==> config.mk <==
export PLATFORM = sky130hd
export DESIGN_NAME = bdiv_48by24
export DESIGN_NICKNAME = d
export VERILOG_FILES = /design/src/rtl/bdiv_48by24.sv
export SDC_FILE = /design/constraint.sdc
export NUM_CORES = 1
export LEC_CHECK = 0
export ABC_AREA = 1
export CAP_MARGIN = 10
export CORE_MARGIN = 1.5
export CORE_UTILIZATION = 25
export CTS_CLUSTER_DIAMETER = 30
export DETAILED_ROUTE_END_ITERATION = 6
export PLACE_DENSITY = 0.43
export SKIP_LAST_GASP = 1
export SYNTH_ARGS = -nofsm -noshare
export SYNTH_HDL_FRONTEND = slang
export SYNTH_SLANG_ARGS = --single-unit
==> constraint.sdc <==
create_clock -name clk -period 3.1 [get_ports clk]
set_input_delay 0.775 -clock clk [delete_from_list [all_inputs] [get_ports clk]]
set_output_delay 0.775 -clock clk [all_outputs]
set_load 0.02 [all_outputs]
==> src/rtl/bdiv_48by24.sv <==
// bdiv_48by24 -- sequential restoring divider, 2*DW-bit dividend by DW-bit divisor.
//
// One quotient bit is produced per clock, so a normal division takes DW+1
// edges from the accepting edge to the done cycle. A zero divisor or a
// quotient that cannot fit in DW bits is resolved on the accepting edge itself.
//
// Handshake: a request is accepted on any rising edge where start=1 and the
// block is not busy (IDLE or DONE). The operands are sampled on that edge.
// A start while busy is dropped. The result is valid in the single cycle
// where done=1. quotient, remainder, dbz and ovf then hold until the next
// accepted request completes (dbz/ovf are cleared on acceptance).
//
// Ports:
//   clk        rising-edge clock
//   rst_n      asynchronous active-low reset
//   start      request pulse
//   dividend   unsigned dividend, 2*DW bits
//   divisor    unsigned divisor, DW bits
//   busy       high while iterating (RUN)
//   done       one-cycle result-valid pulse (DONE)
//   quotient   result quotient (all-ones on dbz/ovf)
//   remainder  result remainder (zero on dbz/ovf)
//   dbz        divide-by-zero flag
//   ovf        quotient-overflow flag
//   state_dbg  current FSM state (0=IDLE, 1=RUN, 2=DONE) for checkers
module bdiv_48by24 #(
    parameter int DW = 24
) (
    input  logic            clk,
    input  logic            rst_n,
    input  logic            start,
    input  logic [2*DW-1:0] dividend,
    input  logic [DW-1:0]   divisor,
    output logic            busy,
    output logic            done,
    output logic [DW-1:0]   quotient,
    output logic [DW-1:0]   remainder,
    output logic            dbz,
    output logic            ovf,
    output logic [1:0]      state_dbg
);

    typedef enum logic [1:0] {
        S_IDLE = 2'd0,
        S_RUN  = 2'd1,
        S_DONE = 2'd2
    } state_t;

    localparam int CW = $clog2(DW + 1);
    localparam logic [CW-1:0] LAST = CW'(DW - 1);

    state_t        state;
    state_t        state_nxt;

    logic [CW-1:0] cnt;       // iterations completed so far
    logic [DW:0]   prem;      // partial remainder, one spare bit for the shift
    logic [DW-1:0] dvd_lo;    // remaining dividend bits, consumed MSB-first
    logic [DW-1:0] dvs;       // registered divisor
    logic [DW-1:0] quo;       // quotient bits collected so far

    logic          accept;
    logic          dvs_zero;
    logic          too_big;
    logic          last;
    logic [DW:0]   prem_shift;
    logic          q_bit;
    logic [DW:0]   prem_nxt;
    logic [DW-1:0] quo_nxt;

    assign accept   = start && (state != S_RUN);
    assign dvs_zero = (divisor == '0);
    // Upper half >= divisor means the quotient needs more than DW bits.
    assign too_big  = (dividend[2*DW-1:DW] >= divisor);
    assign last     = (cnt == LAST);

    // One restoring step. prem < dvs always holds entering a step, so the
    // shifted value is below 2*dvs and fits in DW+1 bits.
    assign prem_shift = {prem[DW-1:0], dvd_lo[DW-1]};
    assign q_bit      = (prem_shift >= {1'b0, dvs});
    assign prem_nxt   = q_bit ? (prem_shift - {1'b0, dvs}) : prem_shift;
    assign quo_nxt    = {quo[DW-2:0], q_bit};

    // State register
    always_ff @(posedge clk or negedge rst_n) begin
        if (!rst_n) begin
            state <= S_IDLE;
        end else begin
            state <= state_nxt;
        end
    end

    // Next-state logic
    always_comb begin
        state_nxt = state;
        case (state)
            S_IDLE, S_DONE: begin
                if (start) begin
                    state_nxt = (dvs_zero || too_big) ? S_DONE : S_RUN;
                end else begin
                    state_nxt = S_IDLE;
                end
            end
            S_RUN: begin
                if (last) begin
                    state_nxt = S_DONE;
                end
            end
            default: state_nxt = S_IDLE;
        endcase
    end

    // Outputs decoded from state
    always_comb begin
        busy      = (state == S_RUN);
        done      = (state == S_DONE);
        state_dbg = state;
    end

    // Datapath
    always_ff @(posedge clk or negedge rst_n) begin
        if (!rst_n) begin
            cnt       <= '0;
            prem      <= '0;
            dvd_lo    <= '0;
            dvs       <= '0;
            quo       <= '0;
            quotient  <= '0;
            remainder <= '0;
            dbz       <= 1'b0;
            ovf       <= 1'b0;
        end else if (accept) begin
            cnt    <= '0;
            prem   <= {1'b0, dividend[2*DW-1:DW]};
            dvd_lo <= dividend[DW-1:0];
            dvs    <= divisor;
            quo    <= '0;
            dbz    <= 1'b0;
            ovf    <= 1'b0;
            if (dvs_zero) begin
                dbz       <= 1'b1;
                quotient  <= '1;
                remainder <= '0;
            end else if (too_big) begin
                ovf       <= 1'b1;
                quotient  <= '1;
                remainder <= '0;
            end
        end else if (state == S_RUN) begin
            cnt    <= cnt + CW'(1);
            prem   <= prem_nxt;
            dvd_lo <= {dvd_lo[DW-2:0], 1'b0};
            quo    <= quo_nxt;
            // Results are published only as DONE is entered.
            if (last) begin
                quotient  <= quo_nxt;
                remainder <= prem_nxt[DW-1:0];
            end
        end
    end

endmodule
==> impl_summary.txt, run 1 <==
----------------------------------------------------
[Clock network]
  Inserted Clock Buffers ... 17
  Postcts setup bufs ... 0
  H-tree levels ... 4
  Insertion delay of the later-clocked pin in the worst-skew pair ... 0.45 ns
  Sinks on Clock Net ... 152
  CTS clock-pin slew for the worst setup and hold paths ... 0.07 ns
  CTS-repair resized insts ... 0
  Cell at the root of the clock tree ... sky130_fd_sc_hd__clkbuf_16
  Clock Path Buffers ... 2
  Number of buffers inserted by hold repair at cts ... 0
  Clock tree from TritonCTS ... done

[Global route]
  Number of antenna violations at the first check in global routing ... 1
  Vias in the first global route ... 8,607
  Pin count of the biggest net entering global routing ... 96
  Global-route wire length before repair ... 48,000 µm
  Total grt overflow ... 0
  Global-route usage over all layers ... 16.2%

[Timing]
  Final Skew ... 0.00905 ns
  Total negative slack for setup checks ... 0 ns
  Slew of the pin with the lowest slew margin ... 0.618 ns
  Normalized max-slew margin ... 58.4%
  Worst-case setup margin in the final layout ... 0.364 ns
  Setup-violating endpoint count in the final report ... 0
  Hold slack ... 0.226 ns
  Setup repair after global routing missed its margin ... false
  Highest clock rate ... 0.365 GHz
  Clock period minus final worst setup slack ... 2.74 ns
  Hold Fails Final Rpt ... 0
  Max-slew violation count ... 0
  Final clock period utilization by the worst path ... 88.3%

[Die]
  Die Outline Area ... 0.0387 mm²
  Number of cell rows ... 70
  Die outline height ... 197 µm
  Starting density of the core ... 25.5%
  Width of the chip ... 197 µm
  Core outline area ... 0.0368 mm²
  Boundary pin count ... 129

[Synth]
  Portion of synthesized cell area occupied by the leading cell type ... 40.5%
  Synthesized instance count ... 1,279
  Net count of the mapped netlist ... 1,404
  Cell area after technology mapping ... 0.00938 mm²
  Post-synth EDFFs ... 0
  Fraction of the yosys area taken by sequential cells ... 40.5%
  Warning count from the yosys run ... 0
  Fraction of registers with async set/reset ... 100%
  Synth area leaders ... sky130_fd_sc_hd__dfrtp_1 (41%), sky130_fd_sc_hd__nand2_1 (16%), sky130_fd_sc_hd__inv_1 (8.6%), sky130_fd_sc_hd__ha_1 (6.5%), sky130_fd_sc_hd__o21ai_0 (3.7%)
  Number of flip-flops and latches in the synthesized netlist ... 152
  Prevailing post-synth register cell ... sky130_fd_sc_hd__dfrtp_1
  Cell taking the most area after synthesis ... sky130_fd_sc_hd__dfrtp_1
  Unique cell type count in the Yosys netlist ... 38
  Mapped Avg Cell Area ... 7.33 µm²

[Route]
  Post-DR vias/cell ... 4.42
  Count of nets left with antenna violations after detail routing ... 0
  Remaining routing DRC violations ... 0
  Final Routed Wirelength ... 30,000 µm
  Routed wire length per instance ... 15.8 µm
  First-pass detailed-route iteration total ... 5
  Initial drt markers ... 403
  Via count ... 8,385

[Worst setup path]
  Critical-path cell with the highest stage delay ... sky130_fd_sc_hd__clkdlybuf4s50_1
  Startpoint kind of the worst setup timing path ... flop
  Worst endpoint required time ... 2.32 ns
  Chain of cells forming the critical path ... inv_1 -> nor2_4 -> clkdlybuf4s50_1
  Kind of end point of the critical path ... output pin
  Slack of the worst reg-to-reg path ... 0.61 ns
  Maximum cell stage delay along the critical path ... 0.69 ns
  Arrival time at the worst endpoint ... 1.96 ns
  Crit path max fanout ... 11
  Classification of the worst setup path ... flop to output pin

[Final layout]
  Share of final-layout standard cells stronger than drive strength 1 ... 9.85%
  Most frequent cells in the layout ... sky130_fd_sc_hd__nand2_1 (404), sky130_fd_sc_hd__inv_1 (214), sky130_fd_sc_hd__dfrtp_1 (152)
  Layout-stage area growth over the synthesis result ... 27.3%
  Most common library cell in the layout ignoring fill and taps ... sky130_fd_sc_hd__nand2_1
  Number of antenna diodes ... 0
  Net total in the final layout ... 1,543

[Power]
  Pleak ... 6.07 nW
  Maximum vdd drop ... 0.000491 V
  Total power divided by cell area ... 1160 mW/mm²

[Status]
  Outcome ... complete, no violations

[Placed design]
  Final estimated routing congestion in global placement ... 0.863
  Worst-case setup slack after placement ... -0.0666 ns
  Detailed-placement wirelength estimate ... 22,200 µm
  I/O Buffers ... 128

[Worst hold path]
  Min-delay worst type ... input pin to async pin

[Run]
  Number of max-capacitance violations reported ... 0

----------------------------------------------------
-- per-stage QoR --
stage | cell area, µm² | total power, mW | utilization (%) | std cells
CTS | 11900 | 14.0 | 32.5 | 1899
finish | 11900 | 13.9 | 32.5 | 1899
floorplan | 9380 | 9.09 | - | 1279
detailed placement | 11400 | 11.8 | 30.9 | 1867
global route | 11900 | 15.3 | 32.5 | 1899
global placement | 11400 | 11.8 | 30.9 | 1867
-- synthesized netlist by cell type, types with 7 or more instances --
library cell and n:
sky130_fd_sc_hd__inv_1 215, sky130_fd_sc_hd__a21oi_1 23, sky130_fd_sc_hd__o21ai_0 70, sky130_fd_sc_hd__clkbuf_1 21, sky130_fd_sc_hd__inv_2 10, sky130_fd_sc_hd__or2_2 22
sky130_fd_sc_hd__o221ai_1 15, sky130_fd_sc_hd__o21ai_1 14, sky130_fd_sc_hd__dfrtp_1 152, sky130_fd_sc_hd__nand2_1 405, sky130_fd_sc_hd__nand3_1 57, sky130_fd_sc_hd__buf_2 12
sky130_fd_sc_hd__nand4_1 36, sky130_fd_sc_hd__ha_1 49, sky130_fd_sc_hd__buf_4 7, sky130_fd_sc_hd__o211ai_1 8, sky130_fd_sc_hd__nand3_2 19, sky130_fd_sc_hd__nor2_1 74
sky130_fd_sc_hd__xor2_1 8, sky130_fd_sc_hd__o22ai_1 22
-- area by class of cell --
type,instances,area (µm²)
Fill cell,4022,24800
Sequential cell,152,3800
Multi-Input combinational cell,853,4470
Tap cell,468,586
Clock buffer,19,443
Inverter,226,848
Timing Repair Buffer,168,1650
Clock inverter,13,140
-- report_power, final --
part	leakage (nW)	total [mW]	internal [mW]	switching, mW
sequential	1.91	3.23	2.80	0.429
combinational	3.88	8.50	2.99	5.51
clock	0.271	2.11	1.15	0.965
total	6.07	13.9	6.94	6.91
-- layer usage --
layer	global-route usage, %	wire length (µm)	share of wire (%)	vias to the layer above
met3	2.84	1040	3.5	20
met5	0	0	0	-
met2	26.7	13900	46	122
met4	4.50	366	1.2	0
li1	-	-	-	4315
met1	21.8	14600	49	3928
-- sequential cells by signal, summed over array words and instances, names as in the netlist --
name and count:
ovf 1, cnt 5, dvs 24, prem 24
quotient 24, state_dbg 2, dvd_lo 24, dbz 1
remainder 24, quo 23
-- logic make-up after synthesis --
logic type	count (synthesis)	synth area share, %
flops	152	40.5
compound gates	161	9.99
buf+inv	274	11.8
xor+xnor	9	0.840
simple gates	633	30.1
fa+ha+maj	50	6.75
-- worst max-delay path: cells and delay by family (launching register included) --
family | cells | cell delay, ns
simple gates | 1 | 0.32
flops | 1 | 0.42
buf+inv | 2 | 0.78
-- final timing paths --
kind / start / to / depth (start not counted)
setup / recovery: state_dbg[0]$_DFFE_PN0P_ / busy / 3
hold / removal: rst_n / prem[2]$_DFFE_PN0P_ / 1
setup reg to reg: prem[6]$_DFFE_PN0P_ / remainder[5]$_DFFE_PN0P_ / 15
hold reg to reg: quotient[5]$_DFFE_PN0P_ / quotient[5]$_DFFE_PN0P_ / 2
max in group asynchronous: rst_n / dvs[15]$_DFFE_PN0P_ / 2
min in group clk: quotient[5]$_DFFE_PN0P_ / quotient[5]$_DFFE_PN0P_ / 2
No activity file was read; power rests on OpenSTA's default activity.
==> run 2: changes to the inputs <==
--- a/config.mk
+++ b/config.mk
@@ -8,10 +8,10 @@
 export ABC_AREA = 1
 export CAP_MARGIN = 10
 export CORE_MARGIN = 1.5
-export CORE_UTILIZATION = 25
+export CORE_UTILIZATION = 30
 export CTS_CLUSTER_DIAMETER = 30
 export DETAILED_ROUTE_END_ITERATION = 6
-export PLACE_DENSITY = 0.43
+export PLACE_DENSITY = 0.51
 export SKIP_LAST_GASP = 1
 export SYNTH_ARGS = -nofsm -noshare
 export SYNTH_HDL_FRONTEND = slang
==> constraint.sdc (replaced) <==
create_clock -name clk -period 2.4 [get_ports clk]
set_input_delay 0.6 -clock clk [delete_from_list [all_inputs] [get_ports clk]]
set_output_delay 0.6 -clock clk [all_outputs]
set_load 0.02 [all_outputs]
==> run 2 against run 1 <==
Sequential share of layout area shrank 1.9 points; critical path depth grew 11; sequential power grew 29%; largest cell class unchanged; largest power group unchanged.
==> impl_summary.txt, run 2 (same netlist as run 1, synthesis figures left out) <==
----------------------------------------------------
[Route]
  First-pass detailed-route iteration total ... 5
  Via count ... 8,663
  Final Routed Wirelength ... 28,500 µm
  Post-DR vias/cell ... 4.60
  Remaining routing DRC violations ... 0
  Routed wire length per instance ... 15.1 µm
  Initial drt markers ... 413
  Count of nets left with antenna violations after detail routing ... 0

[Placed design]
  Instance count after placement with tap cells included ... 1,843
  Worst-case setup slack after placement ... -0.706 ns
  I/O Buffers ... 128
  Final estimated routing congestion in global placement ... 0.891
  Detailed-placement wirelength estimate ... 20,700 µm

[Power]
  Power after layout ... 18.6 mW
  Total power divided by cell area ... 1460 mW/mm²
  Maximum vdd drop ... 0.000610 V
  Pleak ... 6.68 nW

[Timing]
  Normalized max-slew margin ... 64.1%
  Final Skew ... 0.0138 ns
  Final clock period utilization by the worst path ... 96.9%
  Setup-violating endpoint count in the final report ... 0
  Max-slew violation count ... 0
  Slew of the pin with the lowest slew margin ... 0.538 ns
  Hold Fails Final Rpt ... 0
  Worst-case setup margin in the final layout ... 0.0752 ns
  Clock period minus final worst setup slack ... 2.32 ns
  Setup repair after global routing missed its margin ... true
  Highest clock rate ... 0.430 GHz

[Clock network]
  Insertion delay of the later-clocked pin in the worst-skew pair ... 0.45 ns
  Cell at the root of the clock tree ... sky130_fd_sc_hd__clkbuf_16
  CTS clock-pin slew for the worst setup and hold paths ... 0.07 ns
  Inserted Clock Buffers ... 17
  Clock tree from TritonCTS ... done
  H-tree levels ... 4
  Clock Path Buffers ... 2
  Number of buffers inserted by hold repair at cts ... 0
  Sinks on Clock Net ... 152

[Worst setup path]
  Startpoint kind of the worst setup timing path ... input pin
  Worst endpoint required time ... 2.72 ns
  Classification of the worst setup path ... input pin to flop
  Kind of end point of the critical path ... flop
  Crit path max fanout ... 13
  Arrival time at the worst endpoint ... 2.65 ns

[Die]
  Core outline area ... 0.0307 mm²
  Boundary pin count ... 129
  Die Outline Area ... 0.0323 mm²
  Starting density of the core ... 30.6%
  Die outline height ... 180 µm
  Width of the chip ... 180 µm
  Number of cell rows ... 64

[Final layout]
  Net total in the final layout ... 1,599
  Count of fill cells added during filler insertion ... 3,191
  Non-filler instance count after layout ... 1,884
  Most common library cell in the layout ignoring fill and taps ... sky130_fd_sc_hd__nand2_1
  Share of final-layout standard cells stronger than drive strength 1 ... 15.9%
  Post-route core utilization ... 41.4%
  Most frequent cells in the layout ... sky130_fd_sc_hd__nand2_1 (394), sky130_fd_sc_hd__inv_1 (207), sky130_fd_sc_hd__dfrtp_1 (152)
  Layout-stage area growth over the synthesis result ... 35.5%

[Global route]
  Vias in the first global route ... 8,774
  Global-route wire length before repair ... 45,800 µm
  Number of antenna violations at the first check in global routing ... 2
  Total grt overflow ... 0
  Pin count of the biggest net entering global routing ... 96
  Global-route usage over all layers ... 17.8%

[Status]
  Outcome ... complete, no violations

[Worst hold path]
  Min-delay worst type ... input pin to async pin

[Run]
  Number of max-capacitance violations reported ... 0

----------------------------------------------------
==> run 2: repair_timing <==
item / 4_1_cts / 5_1_grt
buffers inserted: 0 / 4
setup endpoints to repair: 49 / 61
gates cloned: 0 / 4
resized for setup: 7 / 76
pin swaps: 1 / 14
==> run 2: through the flow <==
stage	TNS [ns]	cell area [µm²]	hold slack (ns)
5_1_grt	-0.0885	12700	0.158
4_1_cts	-0.432	12300	0.130
3_3_place_gp	-28.51	11600	0.468
2_1_floorplan	0	9380	0.304
6_report	0	12700	0.124
3_5_place_dp	-28.95	11600	0.471
==> run 2: final timing paths <==
| kind | start | slack (ns) | cells past startpoint | end |
|---|---|---|---|---|
| worst max-delay path | divisor[17] | 0.08 | 14 | quotient[2]$_DFFE_PN0P_ |
| worst min-delay path | rst_n | 0.12 | 1 | dvd_lo[22]$_DFFE_PN0P_ |
| worst max register to register | prem[9]$_DFFE_PN0P_ | 0.16 | 15 | remainder[3]$_DFFE_PN0P_ |
| worst min register to register | remainder[5]$_DFFE_PN0P_ | 0.48 | 2 | remainder[5]$_DFFE_PN0P_ |
| max in group asynchronous | rst_n | 1.55 | 2 | quotient[15]$_DFFE_PN0P_ |
| min in group clk | divisor[3] | 0.43 | 3 | dvs[3]$_DFFE_PN0P_ |
==> run 2: report_power, final <==
part           switching (mW)  internal, mW  total, mW  leakage, nW
combinational            7.13          4.40       11.5         4.46
clock                    1.41          1.45       2.86        0.306
sequential              0.560          3.62       4.18         1.91
total                    9.10          9.47       18.6         6.68
==> run 2: per-layer routing <==
metal	global-route usage, %	vias up	part of all wire [%]	wire (µm)
met2	29.8	152	47	13500
li1	-	4442	-	-
met5	0	-	0.042	12
met4	5.27	2	1.5	422
met1	23.2	4044	47	13500
met3	3.30	23	4.0	1130
==> run 2: cell type report <==
type | count | area (µm²) | share of cell area, %
repair buffers | 224 | 2250 | 17.7
inverters | 226 | 848 | 6.67
clock inverters | 15 | 209 | 1.64
clock buffers | 17 | 425 | 3.35
flip-flops and latches | 152 | 3800 | 29.9
well taps | 396 | 495 | 3.90
diodes | 1 | 2.50 | 0.0197
multi-input cells | 853 | 4680 | 36.8
==> run 2: critical path, stage by stage <==
cell and delay (ns):
sky130_fd_sc_hd__clkdlybuf4s50_1 0.50, sky130_fd_sc_hd__inv_2 0.06, sky130_fd_sc_hd__ha_4 0.27, sky130_fd_sc_hd__nand2_1 0.08
sky130_fd_sc_hd__nor2_4 0.15, sky130_fd_sc_hd__nand2_2 0.09, sky130_fd_sc_hd__nor2_2 0.09, sky130_fd_sc_hd__nand2_1 0.08
sky130_fd_sc_hd__nand4_1 0.14, sky130_fd_sc_hd__nand2_4 0.13, sky130_fd_sc_hd__buf_12 0.16, sky130_fd_sc_hd__clkbuf_16 0.16
sky130_fd_sc_hd__nand2_1 0.05, sky130_fd_sc_hd__o21ai_0 0.07
